## src/rtl/mem_req_queue_pkg.sv

```systemverilog
// Shared core package: memory-op encodings, register-file sizing and the is_load() classifier
// used by the memory request queue.
package mem_req_queue_pkg;

    localparam int OP_W      = 4;
    localparam int RD_W      = 5;
    localparam int NUM_XREGS = 32;

    localparam logic [OP_W-1:0] RVMOP_LB  = 4'h0;
    localparam logic [OP_W-1:0] RVMOP_LH  = 4'h1;
    localparam logic [OP_W-1:0] RVMOP_LW  = 4'h2;
    localparam logic [OP_W-1:0] RVMOP_LD  = 4'h3;
    localparam logic [OP_W-1:0] RVMOP_LBU = 4'h4;
    localparam logic [OP_W-1:0] RVMOP_LHU = 4'h5;
    localparam logic [OP_W-1:0] RVMOP_LWU = 4'h6;
    localparam logic [OP_W-1:0] RVMOP_SB  = 4'h8;
    localparam logic [OP_W-1:0] RVMOP_SH  = 4'h9;
    localparam logic [OP_W-1:0] RVMOP_SW  = 4'hA;
    localparam logic [OP_W-1:0] RVMOP_SD  = 4'hB;

    function automatic logic is_load(input logic [OP_W-1:0] op);
        case (op)
            RVMOP_LB, RVMOP_LH, RVMOP_LW, RVMOP_LD,
            RVMOP_LBU, RVMOP_LHU, RVMOP_LWU: return 1'b1;
            default:                         return 1'b0;
        endcase
    endfunction

endpackage

```

## src/rtl/mem_req_fifo.sv

```systemverilog
// Circular FIFO holding buffered memory requests; head/tail wrap modulo DEPTH (power of 2).
module mem_req_fifo
    import mem_req_queue_pkg::*;
#(
    parameter int DEPTH = 4,
    parameter int AW    = 64,
    parameter int DW    = 64,
    localparam int PW   = $clog2(DEPTH),
    localparam int CW   = PW + 1
) (
    input  logic            clk,
    input  logic            reset,
    input  logic            push,
    input  logic            pop,
    input  logic [AW-1:0]   push_addr,
    input  logic [DW-1:0]   push_data,
    input  logic [OP_W-1:0] push_op,
    input  logic [RD_W-1:0] push_rd,
    output logic [AW-1:0]   head_addr,
    output logic [DW-1:0]   head_data,
    output logic [OP_W-1:0] head_op,
    output logic [RD_W-1:0] head_rd,
    output logic [CW-1:0]   count,
    output logic            empty,
    output logic            full
);

    localparam logic [PW-1:0] PTR_ONE = PW'(1);
    localparam logic [CW-1:0] CNT_ONE = CW'(1);

    logic [AW-1:0]   addr_mem_r [DEPTH];
    logic [DW-1:0]   data_mem_r [DEPTH];
    logic [OP_W-1:0] op_mem_r   [DEPTH];
    logic [RD_W-1:0] rd_mem_r   [DEPTH];

    logic [PW-1:0] head_r;
    logic [PW-1:0] tail_r;
    logic [CW-1:0] count_r;
    logic          push_ok_s;
    logic          pop_ok_s;

    assign full      = (count_r == CW'(DEPTH));
    assign empty     = (count_r == {CW{1'b0}});
    assign push_ok_s = push & ~full;
    assign pop_ok_s  = pop & ~empty;
    assign count     = count_r;

    assign head_addr = addr_mem_r[head_r];
    assign head_data = data_mem_r[head_r];
    assign head_op   = op_mem_r[head_r];
    assign head_rd   = rd_mem_r[head_r];

    // Entry storage written at the tail; contents are only meaningful below count
    always_ff @(posedge clk) begin
        if (push_ok_s) begin
            addr_mem_r[tail_r] <= push_addr;
            data_mem_r[tail_r] <= push_data;
            op_mem_r[tail_r]   <= push_op;
            rd_mem_r[tail_r]   <= push_rd;
        end
    end

    // Pointer and occupancy bookkeeping
    always_ff @(posedge clk) begin
        if (reset) begin
            head_r  <= {PW{1'b0}};
            tail_r  <= {PW{1'b0}};
            count_r <= {CW{1'b0}};
        end else begin
            if (push_ok_s) begin
                tail_r <= tail_r + PTR_ONE;
            end
            if (pop_ok_s) begin
                head_r <= head_r + PTR_ONE;
            end
            case ({push_ok_s, pop_ok_s})
                2'b10:   count_r <= count_r + CNT_ONE;
                2'b01:   count_r <= count_r - CNT_ONE;
                default: count_r <= count_r;
            endcase
        end
    end

endmodule

```

## src/rtl/mem_req_queue.sv

```systemverilog
// Memory request queue between execute and dcache with a load-destination scoreboard.
// Optional same-cycle bypass when empty: define MEM_REQ_QUEUE_BYPASS_EN.
module mem_req_queue
    import mem_req_queue_pkg::*;
#(
    parameter int DEPTH = 4,
    parameter int AW    = 64,
    parameter int DW    = 64
) (
    input  logic                   clk,
    input  logic                   reset,
    input  logic [AW-1:0]          mem_req_addr,
    input  logic [DW-1:0]          mem_req_data,
    input  logic [OP_W-1:0]        mem_req_op,
    input  logic [RD_W-1:0]        mem_req_rd,
    input  logic                   mem_req_valid,
    output logic                   mem_req_retry,
    output logic [AW-1:0]          dcache_req_addr,
    output logic [DW-1:0]          dcache_req_data,
    output logic [OP_W-1:0]        dcache_req_op,
    output logic [RD_W-1:0]        dcache_req_rd,
    output logic                   dcache_req_valid,
    input  logic                   dcache_req_retry,
    input  logic                   dcache_ack_valid,
    input  logic [RD_W-1:0]        dcache_ack_rd,
    output logic [NUM_XREGS-1:0]   load_pending,
    output logic [$clog2(DEPTH):0] occupancy
);

    localparam logic [NUM_XREGS-1:0] X0_MASK = 32'hFFFF_FFFE;

    logic [AW-1:0]          head_addr_s;
    logic [DW-1:0]          head_data_s;
    logic [OP_W-1:0]        head_op_s;
    logic [RD_W-1:0]        head_rd_s;
    logic                   empty_s;
    logic                   full_s;
    logic                   accept_s;
    logic                   bypass_s;
    logic                   push_s;
    logic                   pop_s;
    logic [NUM_XREGS-1:0]   set_mask_s;
    logic [NUM_XREGS-1:0]   clr_mask_s;
    logic [NUM_XREGS-1:0]   load_pending_r;

    assign mem_req_retry = full_s;
    assign accept_s      = mem_req_valid & ~full_s;
    assign pop_s         = ~empty_s & ~dcache_req_retry;

`ifdef MEM_REQ_QUEUE_BYPASS_EN
    assign bypass_s = empty_s & mem_req_valid & ~dcache_req_retry;
`else
    assign bypass_s = 1'b0;
`endif
    // A bypassed request is consumed directly by the dcache and never occupies an entry
    assign push_s = accept_s & ~bypass_s;

    mem_req_fifo #(
        .DEPTH (DEPTH),
        .AW    (AW),
        .DW    (DW)
    ) u_fifo (
        .clk       (clk),
        .reset     (reset),
        .push      (push_s),
        .pop       (pop_s),
        .push_addr (mem_req_addr),
        .push_data (mem_req_data),
        .push_op   (mem_req_op),
        .push_rd   (mem_req_rd),
        .head_addr (head_addr_s),
        .head_data (head_data_s),
        .head_op   (head_op_s),
        .head_rd   (head_rd_s),
        .count     (occupancy),
        .empty     (empty_s),
        .full      (full_s)
    );

    // dcache request mux: head entry when occupied, zeros when idle
    always_comb begin
        dcache_req_valid = 1'b0;
        dcache_req_addr  = {AW{1'b0}};
        dcache_req_data  = {DW{1'b0}};
        dcache_req_op    = {OP_W{1'b0}};
        dcache_req_rd    = {RD_W{1'b0}};
        if (!empty_s) begin
            dcache_req_valid = 1'b1;
            dcache_req_addr  = head_addr_s;
            dcache_req_data  = head_data_s;
            dcache_req_op    = head_op_s;
            dcache_req_rd    = head_rd_s;
        end
`ifdef MEM_REQ_QUEUE_BYPASS_EN
        else if (mem_req_valid) begin
            dcache_req_valid = 1'b1;
            dcache_req_addr  = mem_req_addr;
            dcache_req_data  = mem_req_data;
            dcache_req_op    = mem_req_op;
            dcache_req_rd    = mem_req_rd;
        end
`endif
        else begin
            dcache_req_valid = 1'b0;
        end
    end

    // Scoreboard set/clear masks for this cycle's accepted load and dcache ack
    always_comb begin
        set_mask_s = {NUM_XREGS{1'b0}};
        clr_mask_s = {NUM_XREGS{1'b0}};
        if (accept_s && is_load(mem_req_op)) begin
            set_mask_s[mem_req_rd] = 1'b1;
        end else begin
            set_mask_s = {NUM_XREGS{1'b0}};
        end
        if (dcache_ack_valid) begin
            clr_mask_s[dcache_ack_rd] = 1'b1;
        end else begin
            clr_mask_s = {NUM_XREGS{1'b0}};
        end
    end

    // Pending-load scoreboard; set wins over clear, x0 never pending
    always_ff @(posedge clk) begin
        if (reset) begin
            load_pending_r <= {NUM_XREGS{1'b0}};
        end else begin
            load_pending_r <= ((load_pending_r & ~clr_mask_s) | set_mask_s) & X0_MASK;
        end
    end

    assign load_pending = load_pending_r;

endmodule
```

## config.mk

```make
export PLATFORM = sky130hd
export DESIGN_NAME = mem_req_queue
export DESIGN_NICKNAME = d
export VERILOG_FILES = /design/src/rtl/mem_req_queue_pkg.sv /design/src/rtl/mem_req_fifo.sv /design/src/rtl/mem_req_queue.sv
export SDC_FILE = /design/constraint.sdc
export NUM_CORES = 1
export LEC_CHECK = 0
export BUFFER_PORTS_ARGS = -buffer_cell sky130_fd_sc_hd__buf_4
export CORE_UTILIZATION = 35
export CTS_CLUSTER_DIAMETER = 200
export DETAILED_ROUTE_END_ITERATION = 12
export HOLD_SLACK_MARGIN = 0.15
export PLACE_DENSITY = 0.54
export SLEW_MARGIN = 0
export SYNTH_ARGS = -nofsm -noshare
export SYNTH_HDL_FRONTEND = slang
export SYNTH_HIERARCHICAL = 1
export SYNTH_SLANG_ARGS = --single-unit
export TNS_END_PERCENT = 5
```

## constraint.sdc

```tcl
create_clock -name clk -period 6 [get_ports clk]
set_clock_uncertainty 0.05 [all_clocks]
set_input_delay 0.6 -clock clk [delete_from_list [all_inputs] [get_ports clk]]
set_output_delay 0.6 -clock clk [all_outputs]
set_load 0.005 [all_outputs]
```

==> results of run 1 <==
[cells in the final DEF, fill, tap and decap left out, types with 2 or more instances in the layout]
| master | instances |
|---|---|
| edfxtp_1 | 548 |
| buf_4 | 326 |
| nor2b_1 | 170 |
| mux4_2 | 137 |
| dlygate4sd3_1 | 129 |
| clkbuf_16 | 67 |
| dfxtp_1 | 38 |
| o21ai_1 | 34 |
| o21ai_0 | 31 |
| clkbuf_1 | 17 |
| clkinv_1 | 14 |
| nor2_1 | 10 |
| inv_1 | 9 |
| clkinv_2 | 9 |
| buf_12 | 6 |
| ha_1 | 5 |
| nand2_1 | 4 |
| nand2b_1 | 4 |
| or3_1 | 4 |
| inv_6 | 4 |
| bufinv_16 | 4 |
| and2_4 | 4 |
| a21oi_1 | 4 |
| nand3b_1 | 3 |
| nand4b_1 | 3 |
| nand4bb_1 | 3 |
| xor2_1 | 3 |
| nand3_1 | 2 |
| nand4_4 | 2 |
| nand4b_4 | 2 |
| clkinvlp_4 | 2 |
| clkinv_8 | 2 |
| dfxtp_4 | 2 |
[power by group]
group / switching, mW / internal [mW]
sequential: 0.133 / 4.90
clock: 1.58 / 2.24
combinational: 1.39 / 1.44
[worst reg2reg max path, delay by kind of cell (launching register included)]
kind          cells  cell delay, ns
simple gates      4            1.47
flops             1            0.45
buf+inv           2            0.63
[kinds of logic (layout without fill, tap and decap cells)]
logic type / Yosys count / in the layout / share of synthesized area
DFF: 588 / 588 / 0.765
and+or+nand+nor: 218 / 218 / 0.0638
muxes: 138 / 138 / 0.137
AOI/OAI and AO/OA: 70 / 70 / 0.0156
buffers and inverters: 59 / 590 / 0.0137
adders and majority gates: 6 / 6 / 0.00366
xor gates and xnor gates: 3 / 3 / 0.00116
other: 1 / 1 / 0.000166
[per-stage QoR]
stage               instances  area [um^2]
CTS                      2460        29300
finish                   2460        29300
floorplan                1083        22600
global route             2460        29300
global placement         2211        25900
detailed placement       2211        25900
[final cells by class]
type	instances	area, um^2	area share
tap	846	1060	0.0362
inverter	9	33.8	0.00115
clock buffer	84	1740	0.0594
timing repair buffer	461	3860	0.132
clock inverter	36	309	0.0106
multi-input combinational	436	5020	0.171
sequential	588	17300	0.590
[per-layer routing]
metal,vias up,GRT usage,part of all wire
met5,-,0,0.00067
met4,6,0.0454,0.017
met3,76,0.0399,0.063
met2,305,0.262,0.50
met1,6130,0.202,0.42
li1,5301,-,-
[worst max-delay path by stage]
stage,from,to,slack (ns),cells after the start
finish,register,dcache_req_addr[38],2.30,4
global route,register,dcache_req_addr[42],2.04,4
CTS,register,dcache_req_addr[38],2.16,4
detailed placement,mem_req_valid,u_fifo/data_mem_r[3][15],2.77,6
global placement,mem_req_valid,u_fifo/data_mem_r[3][15],2.71,6
floorplan,mem_req_valid,u_fifo/addr_mem_r[0][0],1.24,4
[sequential cells by signal, summed over array words and instances (netlist names), named ones only]
signal and count:
u_fifo/tail_r 2, load_pending 31, u_fifo/data_mem_r 256, u_fifo/head_r 2, u_fifo/rd_mem_r 20, u_fifo/op_mem_r 16
u_fifo/addr_mem_r 256, u_fifo/count 3
==> reports/qor.txt, run 1 <==
Worst min path class -> input pin to register
First-pass GRT wire length -> 78.2 mm
Clock sink count -> 588
Slew @ Worst Pin -> 1.05 ns
Most numerous cell in the Yosys netlist -> edfxtp_1
Net count after synthesis -> 1,236
Share of the synthesized area in the top cell type -> 0.729
H-tree levels -> 3
Worst Hold Path EP -> u_fifo/op_mem_r[1][1]
Setup slack after layout -> 2.30 ns
Total CTS buffers -> 66
Final Max Slew Viols -> 0
Post-CTS sizing -> 0
Status -> finished, final reports clean
CP max FO -> 64
Critical path arrival -> 3.05 ns
Die width -> 256 um
IO Port Bufs -> 319
Leak Pwr -> 9.94 nW
DR vias/cell -> 4.80
Worst IR drop on VDD -> 0.205 mV
Routed WL -> 50.9 mm
Die ar. -> 65,500 um^2
Crit-path slowest cell -> dfxtp_4
Largest net degree at the start of global routing -> 84
Crit-path cells -> buf_12 -> mux4_2 -> nor2b_1 -> buf_4
Worst path required time -> 5.35 ns
Latest clock arrival within the worst-skew pair -> 0.58 ns
DRT iter0 DRCs -> 574
P per Cell Area -> 398 nW/um^2
Reg2reg start -> u_fifo/count[0]
Initial core utilization -> 0.356
CTS root buf -> clkbuf_16
FFs w/ async S/R, synth -> 0
Gr usage total -> 0.157
Period Utilization, post-route -> 0.617
Number of setup violations in the final report -> 0
Layout area overhead -> 29.8%
Clock Pin Slew Worst Setup and Hold Paths -> 0.06 ns
FF-to-FF End -> u_fifo/data_mem_r[1][1]
Yosys warns -> 6
Syn Inst Count -> 1,083
Gpl congestion -> 0.793
Post-synthesis sequential area ratio -> 0.765
Layout cells sized above 1 -> 0.354
Standard-cell rows -> 92
R2r setup slk -> 2.87 ns
Final antenna diode count -> 0
Crit path launch type -> register
Worst setup EP type -> primary output
RSZ-0062 raised after global routing -> no
Post-layout minimum cycle time -> 3.70 ns
Util after Layout -> 0.462
Vias in the first global route -> 12,700
CTS tree -> yes
Hold buffers post-CTS -> 129
Wirelength per Cell -> 20.7 um
Fin Setup TNS -> 0 ns
Prevailing post-synth register cell -> edfxtp_1
Die Y -> 256 um
Post-synth EDFFs -> 548
Largest delay share family, worst path -> flip-flops
Post-synthesis cell type count -> 37
Fin nets -> 1,715
Syn_area_per_cell -> 20.8 um^2
Vias -> 11,800
GR Overflow Total -> 0
I/O pin count -> 321
Postcts setup bufs -> 0
Post-Place Worst Slack -> 2.77 ns
Hold Crit Depth -> 1
Max Freq -> 270 MHz
WHS -> 0.193 ns
Cell Area, Synth -> 22,600 um^2
Placeable Area -> 63,400 um^2
Initial antenna violation count -> 3
Longest Clk Path Bufs -> 3
Top post-synthesis cells by area -> edfxtp_1 (73%), mux4_2 (14%), nor2b_1 (4.7%), dfxtp_1 (3.5%), o21ai_1 (0.75%)
Worst Reg-to-Reg Cells -> 6
Slowest Stage Delay on Critical Path -> 0.86 ns
Count of final hold-check violations -> 0
Post-route ant nets -> 0
Rel. slew slack -> 0.299
Buf/Inv on CP -> 2
Fill cell count -> 5,482
Yosys reg bits -> 588
DRT Pass-1 Iters -> 4
Post-synth top cells -> edfxtp_1 (548), nor2b_1 (170), mux4_2 (137), dfxtp_1 (40), o21ai_1 (34)
Max-cap viol count -> 0
Worst Hold Launch -> mem_req_op[1]
Total power -> 11.7 mW
# DRC -> 0
Yosys top cell by area -> edfxtp_1
DPL Wire Length -> 28.9 mm
CP Class -> register to primary output
Note: power is estimated with default switching activity, not from simulation.
==> run 2: changes to the inputs <==
--- a/config.mk
+++ b/config.mk
@@ -10,7 +10,7 @@
 export CTS_CLUSTER_DIAMETER = 200
 export DETAILED_ROUTE_END_ITERATION = 12
 export HOLD_SLACK_MARGIN = 0.15
-export PLACE_DENSITY = 0.54
+export PLACE_DENSITY = 0.56
 export SLEW_MARGIN = 0
 export SYNTH_ARGS = -nofsm -noshare
 export SYNTH_HDL_FRONTEND = slang
==> constraint.sdc (replaced) <==
create_clock -name clk -period 3.3 [get_ports clk]
set_clock_uncertainty 0.05 [all_clocks]
set_input_delay 0.33 -clock clk [delete_from_list [all_inputs] [get_ports clk]]
set_output_delay 0.33 -clock clk [all_outputs]
set_load 0.005 [all_outputs]
==> run 2 against run 1 <==
Net effect: via count rose by 0.59%; largest power group unchanged; count of clock-buffer cells in the layout fell by 13; final area rose by 1.1%.
==> reports/qor.txt, run 2 (same netlist as run 1, synthesis figures left out) <==
I/O pin count -> 321 (unchanged)
Layout area overhead -> 31.2%
Routed WL -> 51.2 mm (+0.73%)
Register area -> 17,300 um^2 (unchanged)
IO Port Bufs -> 319 (unchanged)
RSZ-0062 raised after global routing -> no
CTS root buf -> clkbuf_16
Post-route ant nets -> 0 (unchanged)
Worst setup EP type -> primary output
Post-layout minimum cycle time -> 2.79 ns
Most common cell after layout, fill and taps aside -> edfxtp_1
CTS tree -> yes
DR vias/cell -> 4.79 (-0.38%)
Status -> finished, final reports clean
Vias -> 11,900 (+0.59%)
Final instance area -> 29,600 um^2 (+1.1%)
# DRC -> 0 (unchanged)
Largest net degree at the start of global routing -> 141 (+68%)
Period Utilization, post-route -> 0.844
Rel. slew slack -> 0.485 (+0.186)
Largest delay share family, worst path -> buffers and inverters
Latest clock arrival within the worst-skew pair -> 0.61 ns (+0.03 ns)
Cells after DPL -> 2,219 (+0.36%)
Worst IR drop on VDD -> 0.855 mV (+320%)
Clock sink count -> 588 (unchanged)
DRT Pass-1 Iters -> 6 (+2)
Buf/Inv on CP -> 2 (unchanged)
Post-CTS sizing -> 0 (unchanged)
GR Overflow Total -> 0 (unchanged)
Worst path required time -> 2.92 ns (-2.43 ns)
Number of setup violations in the final report -> 0 (unchanged)
P per Cell Area -> 715 nW/um^2 (+80%)
Post-DP Area -> 26,100 um^2 (+0.71%)
Vias in the first global route -> 12,700 (-0.66%)
Initial core utilization -> 0.356 (unchanged)
Placeable Area -> 63,400 um^2 (unchanged)
Crit-path slowest cell -> buf_12
DPL Wire Length -> 30.6 mm (+5.9%)
Clock Pin Slew Worst Setup and Hold Paths -> 0.06 ns (about the same)
First-pass GRT wire length -> 78.7 mm (+0.70%)
Die Y -> 256 um (unchanged)
Fin nets -> 1,737 (+1.3%)
Longest Clk Path Bufs -> 3 (unchanged)
Most frequent cells in the layout -> edfxtp_1 (548), buf_4 (324), nor2b_1 (170), dlygate4sd3_1 (148), mux4_2 (137)
Die width -> 256 um (unchanged)
Crit path launch type -> register
Worst min path class -> input pin to register
Standard-cell rows -> 92 (unchanged)
Multi-input logic area -> 5020 um^2 (unchanged)
Count of final hold-check violations -> 0 (unchanged)
Fill cell count -> 5,406 (-1.4%)
Crit-path cells -> nor3_2 -> buf_12 -> nor2b_1 -> buf_4
Slowest Stage Delay on Critical Path -> 0.58 ns (-0.28 ns)
Die ar. -> 65,500 um^2 (unchanged)
Critical path arrival -> 2.41 ns (-0.64 ns)
DRT iter0 DRCs -> 706 (+23%)
CP Class -> register to primary output
Max-cap viol count -> 0 (unchanged)
Max Freq -> 359 MHz
Gpl congestion -> 0.790 (-0.34%)
CP max FO -> 140 (+120%)
Initial antenna violation count -> 5 (+2)
Gr usage total -> 0.157 (about the same)
Post-route insts no fill -> 2,484 (+0.98%)
H-tree levels -> 2 (-1)
Total power -> 21.2 mW (+82%)
Final Max Slew Viols -> 0 (unchanged)
Leak Pwr -> 10.1 nW (+1.2%)
Slew @ Worst Pin -> 0.773 ns (-0.278 ns)
Wirelength per Cell -> 20.6 um (-0.25%)
Layout cells sized above 1 -> 0.356 (+0.00218)
Fin Setup TNS -> 0 ns (unchanged)
Total CTS buffers -> 61 (-7.6%)
[run 2: cell count changes in the layout (fill, tap and decap cells not counted), sizes merged]
cell | previous run | this run
bufinv | 4 | 7
dlygate4sd3 | 129 | 148
diode | 0 | 3
buf | 332 | 340
inv | 13 | 10
clkinvlp | 2 | 8
clkbuf | 84 | 71
clkinv | 26 | 27
[run 2: routing by layer]
metal / wire (um) / track usage / up-vias
met2: 24300 / 0.249 / 317
li1: - / - / 5351
met4: 935 / 0.0389 / 6
met3: 3350 / 0.0462 / 64
met5: 40 / 0 / -
met1: 22600 / 0.212 / 6150
[run 2: path summary, 6_finish.rpt]
path | slack (ns) | to | cells after the start | startpoint
worst max-delay path | 0.51 | dcache_req_data[55] | 4 | u_fifo/count[1]
worst min-delay path | 0.28 | load_pending[3] | 4 | dcache_ack_rd[0]
worst min register to register | 0.48 | u_fifo/tail_r[1] | 2 | u_fifo/tail_r[1]
worst max register to register | 0.76 | u_fifo/data_mem_r[2][25] | 7 | u_fifo/count[0]
[run 2: cell type report]
cell class | count | area share
Inverter | 9 | 0.00114
Clock buffer | 71 | 0.0535
Sequential cell | 588 | 0.583
Clock inverter | 43 | 0.0141
Multi-Input combinational cell | 436 | 0.169
Timing Repair Buffer | 488 | 0.143
Antenna cell | 3 | 0.000253
Tap cell | 846 | 0.0357
[run 2: worst min-delay path: stages]
cell and delay, ns:
buf_4 0.12, nand2_1 0.25, o21ai_1 0.11, o21ai_1 0.08
[run 2: report_power, final]
group,leakage [nW],switching [mW],internal [mW]
logic,3.74,2.66,2.69
clock network,0.963,2.79,3.98
registers,5.35,0.160,8.89
[run 2: timing repair]
item,in CTS,in global routing
hold buffers,148,0
hold endpoints to repair,587,0
setup buffers,0,0
[run 2: metrics by stage]
| stage | utilization | hold WS [ns] | setup WS [ns] |
|---|---|---|---|
| 6_report | 0.467 | 0.278 | 0.513 |
| 5_1_grt | 0.467 | 0.291 | 0.334 |
| 4_1_cts | 0.467 | 0.235 | 0.455 |
| 3_5_place_dp | 0.412 | 0.426 | 0.761 |
| 3_3_place_gp | 0.412 | 0.411 | 0.810 |
| 2_1_floorplan | - | 0.379 | -1.43 |
